--- src/rtl/mctp_pcievdm_pkg.sv ---
// Shared definitions for the MCTP PCIe-VDM controller blocks.
//   arb_state_e      : state encoding of the SPI-master arbiter
//   ARB_TMO_FILL     : read data returned for beats lost to a read timeout
//   ARB_STS_*        : bit positions inside the arbiter status word
package mctp_pcievdm_pkg;

  typedef enum logic [1:0] {
    ARB_IDLE     = 2'd0,
    ARB_WR_BURST = 2'd1,
    ARB_RD_CMD   = 2'd2,
    ARB_RD_WAIT  = 2'd3
  } arb_state_e;

  localparam logic [31:0] ARB_TMO_FILL = 32'hFFFF_FFFF;

  localparam int ARB_STS_RD_TMO   = 0;   // sticky: a read completion timed out
  localparam int ARB_STS_ORPHAN   = 1;   // sticky: read data arrived with no owner
  localparam int ARB_STS_TCNT_LSB = 8;   // saturating timeout count
  localparam int ARB_STS_TCNT_MSB = 15;

endpackage

--- src/rtl/mctp_rr_arb2.sv ---
// Two-way registered round-robin arbiter.
//   clk, reset : clock, synchronous active-high reset
//   req[1:0]   : request vector
//   advance    : the owner is free, a new grant may be taken this cycle
//   gnt[1:0]   : registered one-hot grant (00 after reset)
//   gnt_nxt    : combinational pick among the current requests
// When both request, the pointer decides; after each grant the pointer moves
// to the other requester.
module mctp_rr_arb2 (
  input  logic       clk,
  input  logic       reset,
  input  logic [1:0] req,
  input  logic       advance,
  output logic [1:0] gnt,
  output logic [1:0] gnt_nxt
);

  logic       rr_ptr_q, rr_ptr_d;
  logic [1:0] gnt_q, gnt_d;

  always_comb begin
    gnt_nxt  = req;
    if (req == 2'b11) begin
      gnt_nxt = rr_ptr_q ? 2'b10 : 2'b01;
    end
    gnt_d    = gnt_q;
    rr_ptr_d = rr_ptr_q;
    if (advance && (req != 2'b00)) begin
      gnt_d    = gnt_nxt;
      rr_ptr_d = ~gnt_nxt[1];
    end
  end

  always_ff @(posedge clk) begin
    if (reset) begin
      gnt_q    <= 2'b00;
      rr_ptr_q <= 1'b0;
    end else begin
      gnt_q    <= gnt_d;
      rr_ptr_q <= rr_ptr_d;
    end
  end

  assign gnt = gnt_q;

endmodule

--- src/rtl/mctp_spi_mstr_arb.sv ---
// Shares one SPI-master AVMM port between the MCTP ingress master (r0) and
// the PMCI CSR/flash master (r1). Grants are round-robin and burst-atomic;
// a read whose completion stalls is finished with fill data after a timeout.
//   clk, reset, pulse_1us     : clock, sync active-high reset, 1 us strobe
//   rN_* (N=0,1)              : requester AVMM slave ports
//   s_*                       : AVMM master port to the SPI master bridge
//   sts_clr, arb_sts          : status clear, status word
//   dbg_state                 : current arbiter state (arb_state_e)
// Handshake: a command beat transfers on a cycle where write/read is high and
// waitreq is low; read data transfers on every cycle rddvld is high and has
// no backpressure.
module mctp_spi_mstr_arb
  import mctp_pcievdm_pkg::*;
#(
  parameter int ADDR_WIDTH = 20,
  parameter int BRST_WIDTH = 9,
  parameter int TIMEOUT_US = 256
) (
  input  logic                  clk,
  input  logic                  reset,
  input  logic                  pulse_1us,
  input  logic [ADDR_WIDTH-1:0] r0_addr,
  input  logic                  r0_write,
  input  logic                  r0_read,
  input  logic [BRST_WIDTH-1:0] r0_burstcnt,
  input  logic [31:0]           r0_wrdata,
  output logic [31:0]           r0_rddata,
  output logic                  r0_rddvld,
  output logic                  r0_waitreq,
  input  logic [ADDR_WIDTH-1:0] r1_addr,
  input  logic                  r1_write,
  input  logic                  r1_read,
  input  logic [BRST_WIDTH-1:0] r1_burstcnt,
  input  logic [31:0]           r1_wrdata,
  output logic [31:0]           r1_rddata,
  output logic                  r1_rddvld,
  output logic                  r1_waitreq,
  output logic [ADDR_WIDTH-1:0] s_addr,
  output logic                  s_write,
  output logic                  s_read,
  output logic [BRST_WIDTH-1:0] s_burstcnt,
  output logic [31:0]           s_wrdata,
  input  logic [31:0]           s_rddata,
  input  logic                  s_rddvld,
  input  logic                  s_waitreq,
  input  logic                  sts_clr,
  output logic [31:0]           arb_sts,
  output logic [1:0]            dbg_state
);

  localparam int            TW        = $clog2(TIMEOUT_US + 1);
  localparam logic [TW-1:0] TMO_LIMIT = TW'(TIMEOUT_US);
  localparam logic [BRST_WIDTH-1:0] ONE_BEAT = BRST_WIDTH'(1);

  function automatic logic [BRST_WIDTH-1:0] norm_burst(input logic [BRST_WIDTH-1:0] b);
    return (b == '0) ? ONE_BEAT : b;
  endfunction

  arb_state_e            state_q, state_d;
  logic [BRST_WIDTH-1:0] beat_q, beat_d;
  logic [TW-1:0]         tmo_q, tmo_d;
  logic                  fill_q, fill_d;     // returning timeout fill beats
  logic                  sts_tmo_q, sts_tmo_d;
  logic                  sts_orph_q, sts_orph_d;
  logic [7:0]            tcnt_q, tcnt_d;

  logic [1:0]            req, gnt, gnt_nxt;
  logic                  advance;

  logic [ADDR_WIDTH-1:0] o_addr;
  logic                  o_write, o_read;
  logic [BRST_WIDTH-1:0] o_burst, ld_burst, nxt_burst;
  logic [31:0]           o_wrdata;
  logic                  nxt_write;

  logic                  route_vld, route_fill, orphan_ev, tmo_ev, own_wait;

  assign req     = {r1_write | r1_read, r0_write | r0_read};
  assign advance = (state_q == ARB_IDLE);

  mctp_rr_arb2 u_rr (
    .clk     (clk),
    .reset   (reset),
    .req     (req),
    .advance (advance),
    .gnt     (gnt),
    .gnt_nxt (gnt_nxt)
  );

  // Owner's command signals; only meaningful outside IDLE.
  assign o_addr   = gnt[1] ? r1_addr     : r0_addr;
  assign o_write  = gnt[1] ? r1_write    : r0_write;
  assign o_read   = gnt[1] ? r1_read     : r0_read;
  assign o_burst  = gnt[1] ? r1_burstcnt : r0_burstcnt;
  assign o_wrdata = gnt[1] ? r1_wrdata   : r0_wrdata;
  assign ld_burst = norm_burst(o_burst);

  // Command of whoever wins in IDLE this cycle.
  assign nxt_write = gnt_nxt[1] ? r1_write : r0_write;
  assign nxt_burst = norm_burst(gnt_nxt[1] ? r1_burstcnt : r0_burstcnt);

  always_comb begin
    state_d    = state_q;
    beat_d     = beat_q;
    tmo_d      = tmo_q;
    fill_d     = fill_q;
    route_vld  = 1'b0;
    route_fill = 1'b0;
    orphan_ev  = 1'b0;
    tmo_ev     = 1'b0;
    own_wait   = 1'b1;
    s_write    = 1'b0;
    s_read     = 1'b0;
    case (state_q)
      ARB_IDLE: begin
        orphan_ev = s_rddvld;
        if (req != 2'b00) begin
          state_d = nxt_write ? ARB_WR_BURST : ARB_RD_CMD;
          beat_d  = nxt_burst;
        end
      end
      ARB_WR_BURST: begin
        orphan_ev = s_rddvld;
        s_write   = o_write;       // owner may pause; grant is held
        own_wait  = s_waitreq;
        if (o_write && !s_waitreq) begin
          if (beat_q == ONE_BEAT) state_d = ARB_IDLE;
          else                    beat_d  = beat_q - ONE_BEAT;
        end
      end
      ARB_RD_CMD: begin
        s_read   = o_read;
        own_wait = s_waitreq;
        if (o_read && !s_waitreq) begin
          state_d = ARB_RD_WAIT;
          tmo_d   = '0;
          beat_d  = ld_burst;
          // Data arriving with the accept is the first beat.
          if (s_rddvld) begin
            route_vld = 1'b1;
            if (ld_burst == ONE_BEAT) state_d = ARB_IDLE;
            else                      beat_d  = ld_burst - ONE_BEAT;
          end
        end else begin
          orphan_ev = s_rddvld;
        end
      end
      ARB_RD_WAIT: begin
        // The read is already accepted: hold the owner off so a follow-on
        // command is not acknowledged before it can be forwarded.
        if (fill_q) begin
          route_vld  = 1'b1;
          route_fill = 1'b1;
          orphan_ev  = s_rddvld;
          if (beat_q == ONE_BEAT) begin
            state_d = ARB_IDLE;
            fill_d  = 1'b0;
          end else begin
            beat_d = beat_q - ONE_BEAT;
          end
        end else if (s_rddvld) begin
          route_vld = 1'b1;
          tmo_d     = '0;
          if (beat_q == ONE_BEAT) state_d = ARB_IDLE;
          else                    beat_d  = beat_q - ONE_BEAT;
        end else if (tmo_q == TMO_LIMIT) begin
          tmo_ev = 1'b1;
          fill_d = 1'b1;
        end else if (pulse_1us) begin
          tmo_d = tmo_q + TW'(1);
        end
      end
      default: state_d = ARB_IDLE;
    endcase
  end

  always_comb begin
    s_addr     = o_addr;
    s_burstcnt = o_burst;
    s_wrdata   = o_wrdata;
    r0_waitreq = gnt[0] ? own_wait : 1'b1;
    r1_waitreq = gnt[1] ? own_wait : 1'b1;
    r0_rddvld  = route_vld & gnt[0];
    r1_rddvld  = route_vld & gnt[1];
    r0_rddata  = '0;
    r1_rddata  = '0;
    if (r0_rddvld) r0_rddata = route_fill ? ARB_TMO_FILL : s_rddata;
    if (r1_rddvld) r1_rddata = route_fill ? ARB_TMO_FILL : s_rddata;
  end

  // A new event in the same cycle as sts_clr leaves its bit set.
  always_comb begin
    sts_tmo_d  = (sts_tmo_q & ~sts_clr) | tmo_ev;
    sts_orph_d = (sts_orph_q & ~sts_clr) | orphan_ev;
    tcnt_d     = sts_clr ? 8'd0 : tcnt_q;
    if (tmo_ev && (tcnt_d != 8'hFF)) tcnt_d = tcnt_d + 8'd1;
  end

  always_comb begin
    arb_sts                                    = '0;
    arb_sts[ARB_STS_RD_TMO]                    = sts_tmo_q;
    arb_sts[ARB_STS_ORPHAN]                    = sts_orph_q;
    arb_sts[ARB_STS_TCNT_MSB:ARB_STS_TCNT_LSB] = tcnt_q;
  end

  assign dbg_state = state_q;

  always_ff @(posedge clk) begin
    if (reset) begin
      state_q    <= ARB_IDLE;
      beat_q     <= '0;
      tmo_q      <= '0;
      fill_q     <= 1'b0;
      sts_tmo_q  <= 1'b0;
      sts_orph_q <= 1'b0;
      tcnt_q     <= 8'd0;
    end else begin
      state_q    <= state_d;
      beat_q     <= beat_d;
      tmo_q      <= tmo_d;
      fill_q     <= fill_d;
      sts_tmo_q  <= sts_tmo_d;
      sts_orph_q <= sts_orph_d;
      tcnt_q     <= tcnt_d;
    end
  end

endmodule
--- config.mk ---
export PLATFORM = sky130hd
export DESIGN_NAME = mctp_spi_mstr_arb
export DESIGN_NICKNAME = d
export VERILOG_FILES = /design/src/rtl/mctp_pcievdm_pkg.sv /design/src/rtl/mctp_rr_arb2.sv /design/src/rtl/mctp_spi_mstr_arb.sv
export SDC_FILE = /design/constraint.sdc
export NUM_CORES = 1
export LEC_CHECK = 0
export BUFFER_PORTS_ARGS = -buffer_cell sky130_fd_sc_hd__buf_4
export CAP_MARGIN = 40
export CORE_AREA = 2 2 129 131
export CTS_BUF_LIST = sky130_fd_sc_hd__clkbuf_8 sky130_fd_sc_hd__clkbuf_16
export CTS_CLUSTER_SIZE = 25
export DETAILED_ROUTE_END_ITERATION = 10
export DIE_AREA = 0 0 131 133
export GPL_TIMING_DRIVEN = 1
export PLACE_DENSITY = 0.65
export SETUP_SLACK_MARGIN = 0.02
export SLEW_MARGIN = 0
export SYNTH_ARGS = -nofsm -noshare
export SYNTH_HDL_FRONTEND = slang
export SYNTH_HIERARCHICAL = 1
export SYNTH_SLANG_ARGS = --single-unit
--- constraint.sdc ---
create_clock -name clk -period 6.8 [get_ports clk]
set_clock_uncertainty 0.2 [all_clocks]
set_input_delay 1.36 -clock clk [delete_from_list [all_inputs] [get_ports clk]]
set_output_delay 1.36 -clock clk [all_outputs]
set_load 0.1 [all_outputs]
After elaboration in Yosys (flattened, before gate mapping). Index checks and enable logic that the tools add are counted.

Output and inout port bits: 165. Logic and storage cells: 113. Flip-flop bits (word level): 34.

Eq/ne operators: 15. Add/sub/neg operators: 4. Bitwise operators: 10. Multiplexer cells: 61. Reductions and logical operators: 14.

Operator list (number): 9-bit 2-to-1 mux (17); 32-bit 2-to-1 mux (4); 9-bit case mux with 4 select lines (1); 2-bit 2-to-1 mux (11); 1-bit 2-to-1 mux (21); 20-bit 2-to-1 mux (1); 9-bit by 1-bit == test with 1-bit output, second input constant (2); 9-bit logical NOT (2); 9-bit case mux with 2 select lines (1); 9-bit by 1-bit subtractor with 9-bit output, second input constant (2); 8-bit 2-to-1 mux (2); 9-bit by 1-bit adder with 9-bit output, second input constant (1); 9-bit == test, second input constant (1); 3-bit != test, second input constant (3); 8-bit by 1-bit adder with 8-bit output, second input constant (1); 2-bit != test, second input constant (4); 8-bit != test, second input constant (1); 2-bit case mux with 4 select lines (1); 2-bit == test, second input constant (3); 5-bit AND reduction (1); 1-bit bitwise AND (4); 1-bit logical AND (4); 1-bit OR (4); 4-bit AND reduction (1); 8 further kinds (11).

Depth between registers and ports, before layout. Gate-level depths: netlist (run 1).

Depth after elaboration: 8. Gate-level depth with buffers: 12. Mapped depth without buffers: 11.

Modules after synthesis. Netlist (run 1), hierarchy kept.

By module, submodules not included: mctp_spi_mstr_arb (area an instance 3811.2 sq um, instances 1, seq. area each 620.6 sq um, cells an instance 514); mctp_rr_arb2 (area an instance 157.7 sq um, instances 1, seq. area each 60.1 sq um, cells an instance 16).

Worst setup path after synthesis (run 1). OpenSTA, ideal clock, no wires.

Kind: input to output. From: in s_rddvld. To: out r0_rddata[10]. Stages: 6. Data required time: 5.240 ns. Path buffers: 2. Setup slack: 1.649 ns. Arrival: 3.591 ns. Cells stage by stage: buf_6 -> inv_1 -> o41ai_1 -> nand2_1 -> clkbuf_1 -> nor2_1.

Word-level cells in the longest chain between the ends: 5. Elaborated cells between the ends (all ways): 6. Classes of those cells: 5 x mux; 1 x bitwise.

Ends and longest elaborated chain: from (decl) (line mctp_spi_mstr_arb.sv:44) `input logic s_rddvld,`; 1-bit 2-to-1 mux * (line mctp_spi_mstr_arb.sv:139, mctp_spi_mstr_arb.sv:161); 1-bit 2-to-1 mux (on tied branches) (line mctp_spi_mstr_arb.sv:151, mctp_spi_mstr_arb.sv:134); 1-bit case mux with 2 select lines * (line mctp_spi_mstr_arb.sv:114) `case (state_q)`; 1-bit bitwise AND * (line mctp_spi_mstr_arb.sv:183) `r0_rddvld = route_vld & gnt[0];`; 32-bit 2-to-1 mux * (line mctp_spi_mstr_arb.sv:187) `if (r0_rddvld) r0_rddata = route_fill ? ARB_TMO_FILL : s_rddata;`; to (decl) (line mctp_spi_mstr_arb.sv:27) `output logic [31:0] r0_rddata,`.

Mark *: on every way between the ends. The rest lies on a longest branch, timed or not.

Final worst setup path (run 1).
From: in s_rddvld. To: out r1_rddata[10].

Word-level cells in the longest chain between the ends: 5. Elaborated cells between the ends (all ways): 6. Classes of those cells: 5 x mux; 1 x bitwise.

Ends and longest elaborated chain: 1-bit 2-to-1 mux * (line mctp_spi_mstr_arb.sv:139, mctp_spi_mstr_arb.sv:161); 1-bit 2-to-1 mux (on tied branches) (line mctp_spi_mstr_arb.sv:151, mctp_spi_mstr_arb.sv:134); 1-bit case mux with 2 select lines * (line mctp_spi_mstr_arb.sv:114); 1-bit bitwise AND * (line mctp_spi_mstr_arb.sv:184) `r1_rddvld = route_vld & gnt[1];`; 32-bit 2-to-1 mux * (line mctp_spi_mstr_arb.sv:188) `if (r1_rddvld) r1_rddata = route_fill ? ARB_TMO_FILL : s_rddata;`; to (decl) (line mctp_spi_mstr_arb.sv:35) `output logic [31:0] r1_rddata,`.

Marks and branches as above.

==> impl_metrics.tcl, run 1 <==
set metrics [dict create \
    detail_route.wirelength_mm 18.5 \
    cp.required_ns 5.24 \
    via_per_inst 4.61 \
    sw_share_pct 59.9 \
    die_width_um 131 \
    internal_power_uw 822 \
    power.density_nw_per_um2 314 \
    tritoncts "yes" \
    multi_input_comb_area_um2 2980 \
    hold_buffers 0 \
    final_setup_violation_count 0 \
    seq_area_um2 684 \
    cts_buffers 5 \
    timing.rr.start "u_rr/gnt[1]" \
    cts.sink_count 34 \
    drc 0 \
    critical-path-slowest-cell "sky130_fd_sc_hd__o41ai_1" \
    mappedNetlistArea_um2 3970 \
    gp_weighted_congestion 0.836 \
    netlist_top_cells_area "sky130_fd_sc_hd__mux2_2, sky130_fd_sc_hd__dfxtp_1, sky130_fd_sc_hd__nor2_1" \
    cts.root.buffer_cell "sky130_fd_sc_hd__clkbuf_16" \
    post-cts-setup-buffers 0 \
    run_status "finished clean" \
    detailedPlacementHpwl_mm 15.7 \
    worst_ir_drop_vdd_uv 125 \
    number_of_antenna_violations_at_the_first_check_in_global_routing 0 \
    max-clock-path-buffers 2 \
    slew_viol_final 0 \
    count_of_flip_flops_with_a_built_in_enable_after_synthesis 0 \
    report.final.hold_viol_count 0 \
    row_count 47 \
    netlist_instances 530 \
    period_minus_slack_ns 4.77 \
    crit_path_start "s_rddvld" \
    synth.lib_cells_used.distinct 64 \
    syn_area_per_cell_um2 7.49 \
    flow.area_growth_from_synthesis_pct 64.7 \
    yosysWarningCount 6 \
    power_frac_seq_pct 14.1 \
    grt_max_degree 48 \
    groute.usage.overall_pct 19.6 \
    critPathCaptureType "primary output" \
    clock_tree.htree_level_count 2 \
    arrival_time_reported_for_the_critical_path_endpoint_ns 3.21 \
    critical_path_peak_fanout 19 \
    start_kind "input port" \
    overflow 0 \
    min_period_over_period_pct 70.2 \
    die_height_um 133 \
    drtPass1Iterations 4 \
    timing_worst_setup_path_type "in2out" \
    synth_top_area_cell "sky130_fd_sc_hd__mux2_2" \
    floorplan.die_area_um2 17400 \
    fmax_mhz 210 \
    grt_pass1_wl_mm 25.8 \
    antenna_violating_nets_post_route 0 \
    final.fill_count 1668 \
    final_net_count 992 \
    clock_transition_at_the_register_clock_pins_on_the_worst_setup_and_hold_paths_after_cts_ns 0.06 \
    post_cts_resized 0 \
    initial_core_util_pct 24.5 \
    holdCritPathClass "reg2reg" \
    path_cells "buf_4 -> inv_1 -> o41ai_1 -> nand2_1 -> buf_8 -> nor2_1 -> buf_4" \
    max_slew.worst_pin.slew_ns 0.815 \
    cpPeakStageDelay_ns 0.46 \
    combinationalPowerShare_pct 74.9 \
    first_iter_violations 176 \
    maxCapViolCount 0 \
    avgRoutedWirePerCell_um 17.8 \
    final_common_cell "sky130_fd_sc_hd__buf_4" \
    share_of_synthesized_registers_carrying_an_async_set_or_reset_pct 0 \
    final_cell_mix "sky130_fd_sc_hd__buf_4, sky130_fd_sc_hd__nor2_1, sky130_fd_sc_hd__mux2_2, sky130_fd_sc_hd__dfxtp_1, sky130_fd_sc_hd__nand2_1" \
    io_pins 329 \
    synth-main-ff-cell "sky130_fd_sc_hd__dfxtp_1" \
    synth_top_cell_area_share_pct 17.6 \
    unrepaired_setup_endpoints_after_global_routing "false" \
    hold_path_startpoint "sts_tmo_q" \
    synth_sequential_area_ratio_pct 17.2 \
    core_area_um2 16200 \
    net_load_switching_power_uw 1230 \
    via_total_after_detailed_routing 4788 \
    final_sum_of_negative_setup_slack_ns 0 \
    via_count_of_the_first_global_routing_pass 4370 \
    clock_insertion_delay_worst_skew_ns 0.28 \
    power.clock.fraction_pct 11.0 \
    port_buffers 306 \
    slew-limit-headroom_pct 45.7 \
    p_leak_uw 0.00306 \
    ys_seq_elements 34 \
    drive_above_1_share_pct 49.8 \
    critical_path.most_common_cell "sky130_fd_sc_hd__buf_4" \
    antennaDiodeCount 0 \
    post-layout-total-power_uw 2050 \
]
## cell families after synthesis
group | Yosys count | synth area share [%]
DFF | 34 | 17.1
AOI/OAI and AO/OA | 71 | 13.1
muxes | 76 | 21.2
other | 1 | 0.0945
buffers and inverters | 71 | 9.68
xor gates and xnor gates | 25 | 5.52
and+or+nand+nor | 241 | 29.8
adders and majority gates | 11 | 3.47
## state kept, by name, indices dropped and copies added, names as in the netlist
name,flops
fill_q,1
sts_tmo_q,1
tcnt_q,8
dbg_state,2
u_rr/rr_ptr_q,1
beat_q,9
u_rr/gnt,2
tmo_q,9
sts_orph_q,1
## critical path: cells and delay by family
family                 cells  cell delay (ns)
buffers and inverters      4             0.84
AND/OR/NAND/NOR            2             0.54
AO/OA/AOI/OAI              1             0.46
## per-stage QoR
stage          util, %  std cells  hold WS [ns]  instance area, um^2  worst slack (ns)
4_1_cts           40.4       1038         0.280                 6540              2.00
5_1_grt           40.4       1038         0.313                 6540              1.70
3_3_place_gp      39.0       1025         0.265                 6310              1.81
6_report          40.4       1038         0.281                 6540              2.03
3_5_place_dp      39.5       1030         0.272                 6390              2.00
2_1_floorplan        -        551         0.250                 4050              1.65
## final timing paths
| check | to | slack, ns | cells past startpoint |
|---|---|---|---|
| setup / recovery | r1_rddata[10] | 2.03 | 7 |
| hold / removal | sts_tmo_q | 0.28 | 2 |
| setup reg to reg | beat_q[1] | 3.73 | 10 |
| hold reg to reg | sts_tmo_q | 0.28 | 2 |
## synth_stat cells, types with 2 or more instances
library cell,number
sky130_fd_sc_hd__clkbuf_1,15
sky130_fd_sc_hd__a31oi_1,2
sky130_fd_sc_hd__buf_2,4
sky130_fd_sc_hd__nor2b_1,9
sky130_fd_sc_hd__nor4b_4,2
sky130_fd_sc_hd__nor4b_1,4
sky130_fd_sc_hd__nand3_2,2
sky130_fd_sc_hd__a32o_1,3
sky130_fd_sc_hd__nand3_1,13
sky130_fd_sc_hd__mux2_2,62
sky130_fd_sc_hd__nand4_1,8
sky130_fd_sc_hd__xor2_1,14
sky130_fd_sc_hd__o21a_1,3
sky130_fd_sc_hd__nor3b_2,2
sky130_fd_sc_hd__nor3_1,16
sky130_fd_sc_hd__a21oi_1,21
sky130_fd_sc_hd__or2_2,6
sky130_fd_sc_hd__or4_1,3
sky130_fd_sc_hd__a2111oi_0,2
sky130_fd_sc_hd__ha_1,11
sky130_fd_sc_hd__a211oi_1,4
sky130_fd_sc_hd__and2_1,2
sky130_fd_sc_hd__nand2_1,25
sky130_fd_sc_hd__buf_4,26
sky130_fd_sc_hd__nor3b_1,5
sky130_fd_sc_hd__nor4_1,3
sky130_fd_sc_hd__mux2i_1,13
sky130_fd_sc_hd__o21ai_0,9
sky130_fd_sc_hd__inv_1,18
sky130_fd_sc_hd__buf_6,2
sky130_fd_sc_hd__nand2b_1,5
sky130_fd_sc_hd__xnor2_1,11
sky130_fd_sc_hd__a21bo_2,2
sky130_fd_sc_hd__a311oi_1,2
sky130_fd_sc_hd__buf_1,6
sky130_fd_sc_hd__nor2_1,128
sky130_fd_sc_hd__o211ai_1,3
sky130_fd_sc_hd__o22ai_1,3
sky130_fd_sc_hd__dfxtp_1,34
sky130_fd_sc_hd__a221oi_1,3
## layer usage
layer | global-route usage (%) | wire (um) | vias up
met1 | 22.5 | 6880 | 2212
met3 | 12.9 | 2940 | 4
met2 | 31.5 | 8620 | 194
met5 | 0 | 0 | -
li1 | - | - | 2378
met4 | 1.71 | 68 | 0
## area by class of cell
cell class,count,area share [%]
Inverter,18,1.03
Clock inverter,3,0.306
Sequential cell,34,10.5
Timing Repair Buffer,312,36.4
Clock buffer,5,1.91
Tap cell,220,4.21
Multi-Input combinational cell,446,45.6
## power groups by stage
stage,sequential [uW],clock (uW),combinational [uW]
after CTS,289,232,1540
after floorplan,310,0,1170
final,289,226,1540
after detailed placement,292,0,1530
after global placement,291,0,1520
after global routing,297,238,1630
No activity file was read; power rests on OpenSTA's default activity.
==> run 2: changes to the inputs <==
PLACE_DENSITY = 0.67   (was 0.65)
clock period = 3.9 ns   (was 6.8 ns; I/O delays follow)
==> impl_metrics.tcl, run 2 (synthesized netlist as in run 1, its figures left out) <==
set metrics [dict create \
    run_status "finished clean" \
    min_period_over_period_pct 90.5 \
    max_slew.worst_pin.slew_ns 0.766 \
    power_frac_seq_pct 14.5 \
    post-cts-setup-buffers 0 \
    via_per_inst 4.64 \
    tritoncts "yes" \
    period_minus_slack_ns 3.53 \
    drc 0 \
    sw_share_pct 57.9 \
    top_layer_used "met5" \
    final.fill_count 1653 \
    row_count 47 \
    cts_buffers 5 \
    wl_met3_mm 1.85 \
    grt_pass1_wl_mm 26.1 \
    initial_core_util_pct 24.5 \
    gp_weighted_congestion 0.851 \
    met2WireLength_mm 9.32 \
    post-layout-total-power_uw 3690 \
    drive_above_1_share_pct 57.9 \
    layout.cells.non_filler 1040 \
    report.final.hold_viol_count 0 \
    top_regs "beat_q x9, tmo_q x9, tcnt_q x8" \
    combinationalPowerShare_pct 71.7 \
    grt_max_degree 47 \
    unrepaired_setup_endpoints_after_global_routing "false" \
    post_cts_resized 0 \
    final_common_cell "sky130_fd_sc_hd__buf_4" \
    critPathCaptureType "primary output" \
    cts.sink_count 34 \
    drtPass1Iterations 4 \
    cts.root.buffer_cell "sky130_fd_sc_hd__clkbuf_16" \
    post-place-cells 1030 \
    holdCritPathClass "reg2reg" \
    place_worst_setup_slack_ns 0.437 \
    number_of_antenna_violations_at_the_first_check_in_global_routing 3 \
    die_height_um 133 \
    maxCapViolCount 0 \
    detail_route.wirelength_mm 18.4 \
    final_net_count 992 \
    met1_length_mm 6.99 \
    hold_buffers 0 \
    max-clock-path-buffers 2 \
    holdWs_ns 0.283 \
    worst_ir_drop_vdd_uv 292 \
    die_width_um 131 \
    power.clock.fraction_pct 13.9 \
    clock_insertion_delay_worst_skew_ns 0.28 \
    start_kind "register" \
    net_load_switching_power_uw 2140 \
    via_count_of_the_first_global_routing_pass 4550 \
    critical_path_peak_fanout 33 \
    groute.usage.overall_pct 19.6 \
    slew_viol_final 0 \
    via_total_after_detailed_routing 4827 \
    final_cell_mix "sky130_fd_sc_hd__buf_4, sky130_fd_sc_hd__nor2_1, sky130_fd_sc_hd__mux2_2, sky130_fd_sc_hd__nor2_2, sky130_fd_sc_hd__dfxtp_1" \
    p_leak_uw 0.00306 \
    clock_tree.htree_level_count 2 \
    power.density_nw_per_um2 541 \
    cp.required_ns 2.92 \
    floorplan.die_area_um2 17400 \
    internal_power_uw 1550 \
    clock_transition_at_the_register_clock_pins_on_the_worst_setup_and_hold_paths_after_cts_ns 0.06 \
    fmax_mhz 283 \
    final_setup_violation_count 0 \
    first_iter_violations 189 \
    worst_slack_ns 0.372 \
    slew-limit-headroom_pct 48.9 \
    flow.area_growth_from_synthesis_pct 72.1 \
    detailedPlacementHpwl_mm 15.3 \
    io_pins 329 \
    overflow 0 \
    antenna_violating_nets_post_route 0 \
    port_buffers 306 \
    avgRoutedWirePerCell_um 17.7 \
    utilization_pct 42.2 \
    arrival_time_reported_for_the_critical_path_endpoint_ns 2.55 \
    core_area_um2 16200 \
    timing_worst_setup_path_type "reg2out" \
]
==> run 2: cell types whose count changed in the layout (fill, tap and decap cells not counted), moves of 2 or more <==
| cell | change |
|---|---|
| sky130_fd_sc_hd__nor2_1 | -62 |
| sky130_fd_sc_hd__nor2_2 | +43 |
| sky130_fd_sc_hd__nor2_4 | +19 |
| sky130_fd_sc_hd__buf_4 | +4 |
| sky130_fd_sc_hd__buf_8 | -3 |
| sky130_fd_sc_hd__diode_2 | +2 |
| sky130_fd_sc_hd__nand2_1 | -2 |
| sky130_fd_sc_hd__nand2_2 | +2 |
==> run 2: final cells by class <==
type | instances | area, um^2 | share of cell area, %
timing repair buffer | 312 | 2350 | 34.5
sequential | 34 | 686 | 10.0
inverter | 18 | 67.6 | 0.989
clock buffer | 7 | 164 | 2.40
clock inverter | 1 | 30.0 | 0.440
tap | 220 | 275 | 4.03
antenna | 2 | 5.00 | 0.0733
multi-input combinational | 446 | 3250 | 47.6
==> run 2: metrics by stage <==
stage               setup TNS [ns]  instance area, um^2
detailed placement               0                 6620
finish                           0                 6830
floorplan                   -0.935                 4300
CTS                              0                 6820
global route                     0                 6830
global placement                 0                 6620
==> run 2: power by group through the flow <==
| stage | Clock, uW | Sequential [uW] | Combinational [uW] |
|---|---|---|---|
| 3_5_place_dp | 0 | 540 | 2630 |
| 2_1_floorplan | 0 | 541 | 2050 |
| 6_report | 512 | 534 | 2650 |
| 4_1_cts | 521 | 532 | 2640 |
| 3_3_place_gp | 0 | 538 | 2630 |
| 5_1_grt | 540 | 547 | 2780 |
==> run 2: worst paths after layout <==
check             slack (ns)           end  cells after the start         start
setup / recovery        0.37  r1_rddata[3]                      8  dbg_state[0]
hold / removal          0.28     sts_tmo_q                      2     sts_tmo_q
setup reg to reg        0.94     beat_q[3]                      8   u_rr/gnt[1]
hold reg to reg         0.28     sts_tmo_q                      2     sts_tmo_q
==> run 2: layer usage <==
layer	track usage, %	vias to the layer above
met1	23.2	2237
met3	6.55	16
met2	34.0	197
met5	0	-
met4	4.67	2
li1	-	2375
==> run 2: worst max-delay path: stages (launching register included) <==
cell and delay, ns:
sky130_fd_sc_hd__dfxtp_1 0.33, sky130_fd_sc_hd__inv_1 0.11, sky130_fd_sc_hd__ha_2 0.32, sky130_fd_sc_hd__inv_1 0.18, sky130_fd_sc_hd__o41ai_2 0.45, sky130_fd_sc_hd__nand2_2 0.08, sky130_fd_sc_hd__buf_4 0.31, sky130_fd_sc_hd__nor2_2 0.16
sky130_fd_sc_hd__buf_4 0.31
==> run 3: changes to the inputs <==
CORE_AREA = 2 2 127 129   (was 2 2 129 131)
DIE_AREA = 0 0 129 131   (was 0 0 131 133)
PLACE_DENSITY = 0.68   (was 0.67)
==> impl_metrics.tcl, run 3 (synthesized netlist as in run 1, its figures left out) <==
set metrics [dict create \
    run_status "finished clean" \
    detailedPlacementHpwl_mm 15.8 \
    slew_viol_final 0 \
    period_minus_slack_ns 3.66 \
    top_regs "beat_q x9, tmo_q x9, tcnt_q x8" \
    detail_route.wirelength_mm 18.8 \
    avgRoutedWirePerCell_um 18.1 \
    antenna_violating_nets_post_route 0 \
    io_pins 329 \
    cts.root.buffer_cell "sky130_fd_sc_hd__clkbuf_16" \
    grt_pass1_wl_mm 25.4 \
    post_cts_resized 0 \
    max_slew.worst_pin.slew_ns 0.739 \
    unrepaired_setup_endpoints_after_global_routing "false" \
    start_kind "register" \
    internal_power_uw 1430 \
    final_cell_mix "sky130_fd_sc_hd__buf_4, sky130_fd_sc_hd__nor2_1, sky130_fd_sc_hd__mux2_2, sky130_fd_sc_hd__nor2_2, sky130_fd_sc_hd__dfxtp_1" \
    via_per_inst 4.63 \
    regToRegSetupSlack_ns 0.90 \
    clock_transition_at_the_register_clock_pins_on_the_worst_setup_and_hold_paths_after_cts_ns 0.05 \
    critPathCaptureType "primary output" \
    floorplan.die_area_um2 16900 \
    worst_ir_drop_vdd_uv 264 \
    flow.area_growth_from_synthesis_pct 70.5 \
    cts_buffers 5 \
    die_width_um 129 \
    holdCritPathClass "reg2reg" \
    die_height_um 131 \
    core_area_um2 15600 \
    gp_weighted_congestion 0.860 \
    drive_above_1_share_pct 57.9 \
    hold_buffers 0 \
    grt_max_degree 43 \
    maxCapViolCount 0 \
    via_count_of_the_first_global_routing_pass 4378 \
    report.final.hold_viol_count 0 \
    final.fill_count 1586 \
    groute.usage.overall_pct 20.0 \
    overflow 0 \
    row_count 46 \
    clock_tree.htree_level_count 2 \
    arrival_time_reported_for_the_critical_path_endpoint_ns 2.68 \
    critical_path_peak_fanout 33 \
    combinationalPowerShare_pct 74.1 \
    final_sum_of_negative_setup_slack_ns 0 \
    tritoncts "yes" \
    fmax_mhz 273 \
    hold_path_startpoint "sts_tmo_q" \
    layout.cells.non_filler 1036 \
    sw_share_pct 59.8 \
    timing.rr.start "u_rr/gnt[1]" \
    p_leak_uw 0.00304 \
    number_of_antenna_violations_at_the_first_check_in_global_routing 1 \
    final_cell_area_um2 6770 \
    post-place-cells 1028 \
    hold_path_end "sts_tmo_q" \
    timing_worst_setup_path_type "reg2out" \
    placed_area_um2 6620 \
    max-clock-path-buffers 2 \
    final_setup_violation_count 0 \
    power.clock.fraction_pct 10.7 \
    first_iter_violations 160 \
    min_period_over_period_pct 93.8 \
    utilization_pct 43.4 \
    clock_insertion_delay_worst_skew_ns 0.28 \
    slew-limit-headroom_pct 50.8 \
    cts.sink_count 34 \
    reg2reg_path_depth 11 \
    final_net_count 994 \
    drtPass1Iterations 4 \
    cp.required_ns 2.92 \
    via_total_after_detailed_routing 4796 \
    power_frac_seq_pct 15.2 \
    initial_core_util_pct 25.4 \
    crit-reg2reg-capture "beat_q[8]" \
    power.density_nw_per_um2 528 \
    final_common_cell "sky130_fd_sc_hd__buf_4" \
    cell_depth_of_the_worst_hold_path 2 \
    drc 0 \
    net_load_switching_power_uw 2140 \
    port_buffers 306 \
    post-cts-setup-buffers 0 \
]
-- run 3: cell types whose count changed in the layout (fill, tap and decap cells not counted) --
cell and delta:
sky130_fd_sc_hd__clkinvlp_4 +1, sky130_fd_sc_hd__clkbuf_16 -1, sky130_fd_sc_hd__clkbuf_8 -1, sky130_fd_sc_hd__ha_1 +1
sky130_fd_sc_hd__buf_12 -1, sky130_fd_sc_hd__diode_2 -1, sky130_fd_sc_hd__ha_2 -1, sky130_fd_sc_hd__bufinv_16 -1
sky130_fd_sc_hd__buf_4 +3, sky130_fd_sc_hd__inv_4 +1
-- run 3: critical path: stages (launching register included) --
cell and delay (ns):
sky130_fd_sc_hd__dfxtp_1 0.34, sky130_fd_sc_hd__inv_1 0.11, sky130_fd_sc_hd__ha_1 0.45, sky130_fd_sc_hd__inv_1 0.14
sky130_fd_sc_hd__o41ai_2 0.43, sky130_fd_sc_hd__nand2_2 0.08, sky130_fd_sc_hd__buf_4 0.35, sky130_fd_sc_hd__nor2_2 0.19
sky130_fd_sc_hd__buf_4 0.30
-- run 3: final cells by class --
cell class              count  area (um^2)  share of cell area [%]
inverters                  18         67.6                   0.998
flip-flops and latches     34          686                    10.1
diodes                      1         2.50                  0.0370
repair buffers            314         2360                    34.8
multi-input cells         446         3250                    48.0
clock inverters             2         13.8                   0.203
well taps                 216          270                    3.99
clock buffers               5          125                    1.85
-- run 3: power groups by stage --
stage	Clock, uW	Sequential (uW)	Combinational, uW
2_1_floorplan	0	541	2050
3_3_place_gp	0	542	2630
3_5_place_dp	0	545	2640
4_1_cts	388	540	2650
5_1_grt	404	553	2790
6_report	380	543	2650
-- run 3: layer usage --
layer	vias up	track usage [%]	share of wire, %
met5	-	0	0
met4	0	4.54	1.7
met3	17	9.08	10
met2	169	34.6	50
met1	2229	22.7	38
li1	2381	-	-
-- run 3: how the worst max path moves through the flow --
stage,startpoint,end,slack (ns),cells after the start
4_1_cts,dbg_state[0],r0_rddata[19],0.11,8
2_1_floorplan,dbg_state[0],r0_rddata[31],-0.35,6
3_3_place_gp,s_rddvld,r0_rddata[31],0.44,7
3_5_place_dp,s_rddvld,r0_rddata[19],0.40,7
5_1_grt,dbg_state[0],r0_rddata[29],0.05,8
6_report,dbg_state[0],r0_rddata[30],0.24,8
-- run 3: per-stage QoR --
stage,worst slack [ns],hold WS [ns],power (uW)
CTS,0.113,0.283,3570
floorplan,-0.353,0.250,2600
detailed placement,0.400,0.266,3180
global route,0.0506,0.314,3750
finish,0.241,0.276,3570
global placement,0.440,0.269,3180
